File: src/rtl/my_dispatch8_pkg.sv
// Shared lane constants and the rotate-priority lane search for the 8-lane dispatcher.
package my_dispatch8_pkg;

    localparam int LANES = 8;
    localparam int SEL_W = 3;

    typedef logic [SEL_W-1:0] lane_idx_t;
    typedef logic [LANES-1:0] lane_mask_t;

    // First enabled lane after start (start+1 .. start+7), optionally wrapping onto start itself.
    // Returns start when nothing qualifies, so the caller's pointer simply holds.
    function automatic lane_idx_t next_en(input lane_mask_t mask, input lane_idx_t start,
                                          input logic incl_self);
        lane_idx_t idx;
        logic      found;
        next_en = start;
        found   = 1'b0;
        for (int k = 1; k <= LANES; k++) begin
            idx = start + lane_idx_t'(k);
            if (!found && mask[idx] && ((k < LANES) || incl_self)) begin
                next_en = idx;
                found   = 1'b1;
            end
        end
    endfunction

endpackage

File: src/rtl/my_dispatch8_rr.sv
// Combinational rotate-priority search over an 8-bit lane mask.
module my_rr_next8
    import my_dispatch8_pkg::*;
(
    input  logic [7:0] mask_i,
    input  logic [2:0] start_i,
    input  logic       incl_self_i,
    output logic [2:0] idx_o
);

    always_comb begin
        idx_o = next_en(mask_i, start_i, incl_self_i);
    end

endmodule

File: src/rtl/my_dmux8way.sv
// 1-to-8 demultiplexer: input a appears on the output selected by sel, all others low.
module my_dmux8way (
    input  logic       a,
    input  logic [2:0] sel,
    output logic       b,
    output logic       c,
    output logic       d,
    output logic       e,
    output logic       f,
    output logic       g,
    output logic       h,
    output logic       i
);

    assign b = a & (sel == 3'd0);
    assign c = a & (sel == 3'd1);
    assign d = a & (sel == 3'd2);
    assign e = a & (sel == 3'd3);
    assign f = a & (sel == 3'd4);
    assign g = a & (sel == 3'd5);
    assign h = a & (sel == 3'd6);
    assign i = a & (sel == 3'd7);

endmodule

File: src/rtl/my_dispatch8.sv
// Round-robin write dispatcher: one-entry buffer steering each word to the next enabled lane.
module my_dispatch8
    import my_dispatch8_pkg::*;
#(
    parameter int WIDTH = 16
) (
    input  logic             clk,
    input  logic             rst_n,
    input  logic             in_valid,
    output logic             in_ready,
    input  logic [WIDTH-1:0] in_data,
    input  logic [7:0]       lane_en,
    input  logic [7:0]       out_ready,
    output logic [7:0]       out_valid,
    output logic [WIDTH-1:0] out_data,
    output logic [2:0]       sel
);

    logic             full_q, full_d;
    logic [WIDTH-1:0] data_q, data_d;
    lane_idx_t        sel_q, sel_d;
    lane_idx_t        nxt_sel;
    logic             lane_ok, fire_out, fire_in;

    assign lane_ok  = lane_en[sel_q];
    assign fire_out = full_q & lane_ok & out_ready[sel_q];
    assign in_ready = ~full_q | fire_out;
    assign fire_in  = in_valid & in_ready;

    assign sel      = sel_q;
    assign out_data = data_q;

    // A disabled current lane never matches itself, so one search covers dispatch and re-steer.
    my_rr_next8 u_rr (
        .mask_i      (lane_en),
        .start_i     (sel_q),
        .incl_self_i (fire_out),
        .idx_o       (nxt_sel)
    );

    my_dmux8way u_dmux (
        .a   (full_q & lane_ok),
        .sel (sel_q),
        .b   (out_valid[0]),
        .c   (out_valid[1]),
        .d   (out_valid[2]),
        .e   (out_valid[3]),
        .f   (out_valid[4]),
        .g   (out_valid[5]),
        .h   (out_valid[6]),
        .i   (out_valid[7])
    );

    always_comb begin
        full_d = fire_in | (full_q & ~fire_out);
        data_d = fire_in ? in_data : data_q;
        sel_d  = (fire_out | ~lane_ok) ? nxt_sel : sel_q;
    end

    always_ff @(posedge clk) begin
        if (!rst_n) begin
            full_q <= 1'b0;
            data_q <= '0;
            sel_q  <= '0;
        end else begin
            full_q <= full_d;
            data_q <= data_d;
            sel_q  <= sel_d;
        end
    end

endmodule

File: config.mk
export PLATFORM = sky130hd
export DESIGN_NAME = my_dispatch8
export DESIGN_NICKNAME = d
export VERILOG_FILES = /design/src/rtl/my_dispatch8_pkg.sv /design/src/rtl/my_dispatch8_rr.sv /design/src/rtl/my_dmux8way.sv /design/src/rtl/my_dispatch8.sv
export SDC_FILE = /design/constraint.sdc
export NUM_CORES = 1
export LEC_CHECK = 0
export CAP_MARGIN = 10
export CELL_PAD_IN_SITES_DETAIL_PLACEMENT = 2
export CELL_PAD_IN_SITES_GLOBAL_PLACEMENT = 2
export CORE_MARGIN = 2
export CORE_UTILIZATION = 28
export DETAILED_ROUTE_END_ITERATION = 10
export GPL_ROUTABILITY_DRIVEN = 1
export GPL_TIMING_DRIVEN = 0
export PLACE_DENSITY = 0.91
export SYNTH_ARGS = -nofsm -noshare
export SYNTH_HDL_FRONTEND = slang
export SYNTH_SLANG_ARGS = --single-unit
File: constraint.sdc
create_clock -name clk -period 3.7 [get_ports clk]
set_input_delay 0.74 -clock clk [delete_from_list [all_inputs] [get_ports clk]]
set_output_delay 0.74 -clock clk [all_outputs]
set_load 0.05 [all_outputs]
==> metrics <==
status=finished clean; Rows=30; Port Buffer Count=62; chip height=about 87 um; H-tree depth=1; register area=403 um2; Post-Syn Nets=236; final setup fails=0; dpl hpwl=5210 um; Worst Skew=roughly 0.0016 ns; most frequent cells after synthesis=nor2_1, mux2i_1, dfxtp_1; antenna cells=0; GRT Resource Usage Total=17.9%; Worst Hold Path EP=out_data[13]; initial antenna violation count=0; clock latency on the worst-skew pair=between 0.2 and 0.3 ns; reg-to-reg slack, setup=0.18 ns; P_leak=1.20 nW; most frequent cell after synthesis=nor2_1; vias in the first global route=2,016; final period utilization=97.0%; Avg Synthesized Cell Area=10.1 um2; fraction of registers with async set/reset=0%; GP Congestion=0.859; post-synthesis cell area=0.00194 mm2; vias=1,826; Die Span X=87.3 um; reg-to-reg startpoint=sel[0]; Hold Crit Start=out_data[13]; number of DRC markers in iteration 0=68; first-pass GRT wire length=10,600 um; WHS Path Cells=2; R2R Path End=sel[0]; crit end category=output pin; post-synth top area cell=dfxtp_1; clk sinks=20; CP arrival=~2.9 ns; Max IR drop VDD=approximately 0.24 mV; multi-input logic area=~0.0014 mm2; sequential share of the synthesized area=20.6%; area grow syn2layout=42.4%; Max Cap Viol=0; Bufs on Longest Clock Path=2; setup TNS=0 ns; Synth Instances=slightly below 200; ANT nets after route=0; Nets=between 300 and 400; Critical Path Fanout Max=9; Most used DFF post-synth=dfxtp_1; # hold bufs at CTS=0; die area=0.00762 mm2; synth top area cells=dfxtp_1, mux4_2, mux2i_1; CP Class=input pin to output pin; Synth cell types=48; startpoint types=input pin; initial core utilization=28.8%; power density over the cells=741 mW/mm2; yosys warns=0; DR WL/cell=roughly 20 um; Worst slew margin=65.0%; final hold vios=0; EDFF count, synth=0; Fmax=279 MHz; vias per inst=5.35; clk slew on worst S/H paths=roughly 0.080 ns; core area=0.00676 mm2; drt drc=0; largest net degree at the start of global routing=13; grt ovf=0; num ports=between 60 and 70; share of layout cells above drive strength 1=a little over a fifth; Slew Limit Fails=0; actual slew at the worst max-slew pin=0.525 ns; Hold Path Class=register to register; Design Power=2.05 mW; Worst Path Required=a little under 3 ns; flops & latches, synth=20; CTS Buf Count=3; Synth top area share=between 20% and 30%; reg2reg path depth=11; CTS tree=done; CTS root buf=clkbuf_8; total wire length after detailed routing=6750 um; drt pass-1 iters=4; shortest period the worst path allows=3.59 ns; Filler cells=between 700 and 800
final cells by class:
type	instances	area share [%]
Clock buffer	3	1.49
Inverter	10	1.40
Buffer	16	4.25
Multi-Input combinational cell	147	50.8
Tap cell	80	3.62
Timing Repair Buffer	64	22.8
Clock inverter	1	1.09
Sequential cell	20	14.6
routing by layer:
| layer | vias to the layer above | global-route usage (%) | wire [um] |
|---|---|---|---|
| met1 | 925 | 21.8 | 2800 |
| met5 | - | 0 | 0 |
| met2 | 44 | 32.9 | 3610 |
| met3 | 10 | 2.37 | 232 |
| li1 | 847 | - | - |
| met4 | 0 | 4.48 | 108 |
sequential cells by signal, summed over array words and instances (netlist names):
signal	cells
out_data	16
sel	3
full_q	1
cells by family (layout without fill, tap and decap cells):
group / Yosys count / count (layout) / share of synthesized area, %
adder cells (fa/ha/maj): 8 / 8 / 5.15
AND/OR/NAND/NOR: 50 / 50 / 12.0
buffers and inverters: 26 / 94 / 7.98
AO/OA/AOI/OAI: 33 / 33 / 12.4
XOR/XNOR: 4 / 4 / 2.19
multiplexers: 52 / 52 / 39.6
flip-flops: 20 / 20 / 20.6
timing repair:
| item | in CTS | in global routing |
|---|---|---|
| setup endpoints to repair | 11 | 8 |
| gates cloned | 0 | 0 |
| pin swaps | 0 | 0 |
| gates resized for setup | 12 | 13 |
| buffers inserted | 1 | 1 |
cell usage in the layout (no fill, tap or decap), types with 3 or more instances in the layout:
master,netlist,final
clkdlybuf4s50_1,0,46
nor2_1,24,24
mux2i_1,23,22
dfxtp_1,20,18
mux4_2,15,15
buf_4,11,13
a21oi_1,8,8
nand2_1,8,8
dlygate4sd2_1,0,8
inv_1,7,7
mux2_2,7,7
ha_1,8,7
and2_1,6,6
dlymetal6s2s_1,0,6
o21ai_0,4,4
mux2_1,3,3
a22oi_1,3,3
clkbuf_8,0,3
per-stage QoR:
| step | hold slack, ns | setup WS (ns) | cells | util [%] | cell area (um2) |
|---|---|---|---|---|---|
| detailed placement | 0.496 | -0.344 | 335 | 39.4 | 2670 |
| global placement | 0.475 | -0.279 | 335 | 39.4 | 2670 |
| floorplan | 0.681 | 0.225 | 193 | - | 1940 |
| CTS | 0.523 | 0.00224 | 340 | 40.5 | 2740 |
| global route | 0.562 | -0.0156 | 341 | 40.9 | 2770 |
| finish | 0.509 | 0.112 | 341 | 40.9 | 2770 |
worst max path at each step:
stage,start,end,slack (ns),depth (start not counted)
after global routing,sel[0],sel[1],-0.02,12
after CTS,lane_en[2],out_valid[7],0.002,7
after floorplan,sel[0],sel[0],0.23,11
after global placement,lane_en[0],out_valid[3],-0.28,7
final,lane_en[5],out_valid[5],0.11,6
after detailed placement,lane_en[0],out_valid[7],-0.34,7
critical path, stage by stage:
cell and delay, ns:
clkdlybuf4s50_1 0.57, mux4_2 0.61, and3_1 0.24, and2_1 0.16, buf_4 0.12, dlygate4sd2_1 0.42
power breakdown:
group | leakage [nW] | internal [mW] | switching, mW | total, mW
logic | 0.994 | 0.676 | 0.867 | 1.54
registers | 0.165 | 0.248 | 0.0357 | 0.284
clock network | 0.0357 | 0.145 | 0.0787 | 0.223
total | 1.20 | 1.07 | 0.981 | 2.05
No activity file was read; power rests on OpenSTA's default activity.
